File: src/rtl/checksum_tx.sv
// rtl/checksum_tx.sv - transmit framer emitting a data beat followed by its XOR checksum beat
//
// Purpose: accepts one byte per in_valid/in_ready handshake and drives a two-beat
// frame (data, data ^ KEY) onto the bus with tx_valid/tx_ready flow control.
// Counts frames whose checksum beat has been consumed.
//
// Ports:
//   clk          in   clock, rising edge
//   reset        in   synchronous, active-high
//   in_data      in   [7:0] payload byte
//   in_valid     in   payload valid
//   in_ready     out  payload accepted this cycle
//   tx_data      out  [7:0] bus byte (data beat or checksum beat)
//   tx_valid     out  bus byte valid
//   tx_ready     in   bus consumes byte this cycle
//   tx_is_crc    out  current beat is the checksum beat
//   busy         out  frame in progress
//   frame_count  out  [CNT_W-1:0] completed frames, wraps

module checksum_tx #(
    parameter logic [7:0] KEY   = 8'h37,
    parameter int         CNT_W = 16
) (
    input  logic             clk,
    input  logic             reset,
    input  logic [7:0]       in_data,
    input  logic             in_valid,
    output logic             in_ready,
    output logic [7:0]       tx_data,
    output logic             tx_valid,
    input  logic             tx_ready,
    output logic             tx_is_crc,
    output logic             busy,
    output logic [CNT_W-1:0] frame_count
);

    typedef enum logic [1:0] {
        IDLE      = 2'd0,
        SEND_DATA = 2'd1,
        SEND_CRC  = 2'd2
    } state_t;

    state_t           r_state;
    state_t           w_next_state;
    logic [7:0]       r_hold_data;
    logic [7:0]       r_hold_crc;
    logic [CNT_W-1:0] r_frame_count;
    logic             w_load;
    logic             w_count_inc;

    always_ff @(posedge clk) begin
        if (reset) begin
            r_state       <= IDLE;
            r_hold_data   <= 8'h00;
            r_hold_crc    <= 8'h00;
            r_frame_count <= '0;
        end else begin
            r_state <= w_next_state;
            if (w_load) begin
                r_hold_data <= in_data;
                r_hold_crc  <= in_data ^ KEY;
            end
            if (w_count_inc) begin
                r_frame_count <= r_frame_count + {{(CNT_W-1){1'b0}}, 1'b1};
            end
        end
    end

    always_comb begin
        w_next_state = r_state;
        w_load       = 1'b0;
        w_count_inc  = 1'b0;
        in_ready     = 1'b0;
        tx_valid     = 1'b0;
        tx_data      = 8'h00;
        tx_is_crc    = 1'b0;
        case (r_state)
            IDLE: begin
                in_ready = ~reset;
                if (in_valid && !reset) begin
                    w_load       = 1'b1;
                    w_next_state = SEND_DATA;
                end
            end
            SEND_DATA: begin
                tx_valid = 1'b1;
                tx_data  = r_hold_data;
                if (tx_ready) begin
                    w_next_state = SEND_CRC;
                end
            end
            SEND_CRC: begin
                tx_valid  = 1'b1;
                tx_data   = r_hold_crc;
                tx_is_crc = 1'b1;
                // The checksum beat leaving frees the holding registers in the
                // same cycle, so a new byte can be taken to overlap frames.
                in_ready  = tx_ready & ~reset;
                if (tx_ready) begin
                    w_count_inc = 1'b1;
                    if (in_valid) begin
                        w_load       = 1'b1;
                        w_next_state = SEND_DATA;
                    end else begin
                        w_next_state = IDLE;
                    end
                end
            end
            default: begin
                w_next_state = IDLE;
            end
        endcase
    end

    assign busy        = (r_state != IDLE);
    assign frame_count = r_frame_count;

endmodule

File: config.mk
export PLATFORM = sky130hd
export DESIGN_NAME = checksum_tx
export DESIGN_NICKNAME = d
export VERILOG_FILES = /design/src/rtl/checksum_tx.sv
export SDC_FILE = /design/constraint.sdc
export NUM_CORES = 1
export LEC_CHECK = 0
export ABC_CLOCK_PERIOD_IN_PS = 1980
export CORE_UTILIZATION = 50
export CTS_BUF_LIST = sky130_fd_sc_hd__clkbuf_4 sky130_fd_sc_hd__clkbuf_8
export DETAILED_ROUTE_END_ITERATION = 12
export PLACE_DENSITY = 0.92
export SYNTH_ARGS = -nofsm -noshare
export SYNTH_HDL_FRONTEND = slang
export SYNTH_SLANG_ARGS = --single-unit
File: constraint.sdc
create_clock -name clk -period 1.98 [get_ports clk]
set_input_delay 0.396 -clock clk [delete_from_list [all_inputs] [get_ports clk]]
set_output_delay 0.396 -clock clk [all_outputs]
set_load 0.03 [all_outputs]
==> flow_summary_export.csv, run 1 <==
group,metric,value,unit
power_and_ir_drop,power_density,919.8,mW/mm²
yosys,synth_top_area_frac,0.4052,
grt,grt_pass1_vias,1357,
timing,hold_violations,0,
yosys,synth_edf_count,0,
setup_path,regToRegSetupSlack,0.20,ns
cts,clk_pin_slew_worst_paths,0.09,ns
setup_path,startpoint,"r_state[1]",
die,rows,19,
worst_hold_path,hold_end,"r_hold_data[3]",
yosys,synth-seq-area-share,0.4052,
setup_path,cp_max_fo,7,
route,drc,5,
cts,hold_buffers,0,
yosys,yosys_warnings,0,
timing,fmax,517.6,MHz
cells_and_area,final_cell_area,0.002098,mm²
timing,worst_slack,0.04819,ns
route,vias,1400,
placed_design,dp_slack,0.04634,ns
placed_design,placed_area,0.001976,mm²
yosys,synthArstFlopShare,0,
setup_path,start_kind,"flop",
placed_design,gp_congestion,0.8085,
timing,setup_viol,0,
yosys,synth_area,0.001531,mm²
route,postRouteAntennaNets,0,
route,detail_route.iter0.violations,65,
die,ios,40,
cells_and_area,area_growth,37.01,%
worst_hold_path,worstHoldStart,"r_hold_data[3]",
cts,clockBufferDepth,2,
flow_run,cap_violations,0,
route,wl_per_cell,15.01,µm
setup_path,required,1.58,ns
route,avgViaCountPerCell,5.668,
cts,clk_latency,0.33,ns
cts,clkSinkCount,31,
yosys,synth_ff_type,"dfxtp_1",
die,die_width,57.35,µm
placed_design,io_buffers,39,
yosys,synth_cells,168,
cts,root_buffer,"clkbuf_4",
grt,grt_overflow,0,
cts,cts_buffers,5,
grt,grtUsageTotal,0.2346,
worst_hold_path,hold_class,"reg -> reg",
yosys,ys_top_cells_by_area,"dfxtp_1 (41%), nor2_1 (7.1%), ha_1 (6.5%)",
route,finalWirelength,3.707,mm
setup_path,cp.arrival,1.54,ns
cells_and_area,final_nets,235,
setup_path,r2r-end,"r_hold_crc[7]",
cts,cts_tree,"done",
cells_and_area,antenna_cells,0,
outcome,status,"finished with violations",
timing,fin_hold_ws,0.4934,ns
yosys,ys_types,34,
cells_and_area,final_cell_mix,"nor2_1 (29), dfxtp_1 (29), clkdlybuf4s50_1 (27), buf_4 (18), mux2i_1 (10)",
power_and_ir_drop,ir_drop,0.6641,mV
yosys,synth_top_cell_by_area,"dfxtp_1",
grt,antenna_found_initial,0,
yosys,syn_avg_cell_area,9.116,µm²
cts,htreeDepth,2,
timing,slew-limit-headroom,0.7621,
timing,finalCritPeriodShare,0.9757,
timing,min_period,1.932,ns
timing,fin_skew,0.005424,ns
timing,tightest_slew,0.3555,ns
power_and_ir_drop,power.leakage,0.7757,nW
die,coreArea,0.002829,mm²
route,firstDrtPassIters,8,
setup_path,crit_path_end_kind,"primary output",
die,start_util,0.5414,
setup_path,worstSetupPathType,"reg -> out",
worst_hold_path,hold_depth,2,
grt,grt_pass1_wl,5.809,mm
die,die_h,57.35,µm
placed_design,hpwl,2.633,mm
grt,grt_max_degree,24,
timing,slew_violations,0,
cells_and_area,drive_gt1_frac,0.2269,
setup_path,timing.rr.start,"r_state[0]",
die,die-area,0.003288,mm²
setup_path,r2r_cells,7,
outcome,failed_checks,"design-rule violations",
yosys,synth-seq-cells,31,
yosys,syn_nets,188,
layer usage:
metal / vias up / part of all wire / global-route usage
met2: 54 / 0.50 / 0.3904
met3: 16 / 0.054 / 0.06576
li1: 676 / - / -
met4: 0 / 0.043 / 0.1568
met1: 654 / 0.40 / 0.2601
met5: - / 0 / 0
cells by family (layout without fill, tap and decap cells):
family                   count (synthesis)  count (layout)  share of synthesized area
XOR/XNOR                                10              10                    0.05719
AND/OR/NAND/NOR                         71              71                     0.2410
flip-flops                              31              31                     0.4052
buffers and inverters                   11              59                    0.03922
AO/OA/AOI/OAI                           27              27                     0.1266
adder cells (fa/ha/maj)                  8               8                    0.06536
multiplexers                            10              10                    0.06536
worst max path at each step:
stage,endpoint
after global placement,frame_count[15]
after CTS,tx_data[7]
after floorplan,in_ready
after global routing,tx_data[7]
final,tx_data[7]
after detailed placement,r_hold_crc[7]
report_power, final:
group / internal, W / switching (W) / total [W] / leakage (nW)
Sequential: 0.000696 / 0.0000461 / 0.000742 / 0.253
Clock: 0.000222 / 0.000215 / 0.000438 / 0.0420
Combinational: 0.000334 / 0.000416 / 0.000750 / 0.481
sequential cells by signal (all words and copies together), names as in the netlist:
register	flops
r_hold_data	7
frame_count	16
r_state	2
r_hold_crc	6
synthesized netlist by cell type (all sizes together), types with 5 or more instances:
master	instances
nor2	29
a21oi	9
nand3	8
dfxtp	31
mux2i	10
ha	8
nor2b	5
a211oi	5
a22oi	5
nand2	6
xor2	7
clkbuf	5
nand4	5
o21ai	5
area by class of cell:
cell class | instances | area, µm²
timing repair buffer | 48 | 442.9
inverter | 3 | 11.26
clock buffer | 8 | 72.57
fill | 184 | 730.7
sequential | 31 | 628.1
tap | 31 | 38.79
multi-input combinational | 126 | 904.6
worst max-delay path, stage by stage, from the launching register on:
cell and delay (ns):
dfxtp_4 0.39, inv_2 0.08, ha_4 0.31, o21a_1 0.15, and2_1 0.12, buf_4 0.15
repair_timing:
action / CTS / global route
pin swaps: 0 / 1
resized for setup: 12 / 2
endpoints found under the setup margin: 11 / 4
setup buffers: 1 / 1
metrics by stage:
step / TNS, ns / total power (W) / cells / util
2_1_floorplan: 0 / 0.001205 / 168 / -
3_3_place_gp: 0 / 0.001378 / 238 / 0.6984
3_5_place_dp: 0 / 0.001415 / 238 / 0.6984
4_1_cts: 0 / 0.001905 / 246 / 0.7346
5_1_grt: -0.007944 / 0.002017 / 247 / 0.7417
6_report: 0 / 0.001930 / 247 / 0.7417
Note: power is estimated with default switching activity, not from simulation.
==> run 2: changes to the inputs <==
Settings changed: ABC_CLOCK_PERIOD_IN_PS 1980 to not set.
==> results of run 2 <==
Final layout, timing and power as in run 1 (identical DEF).
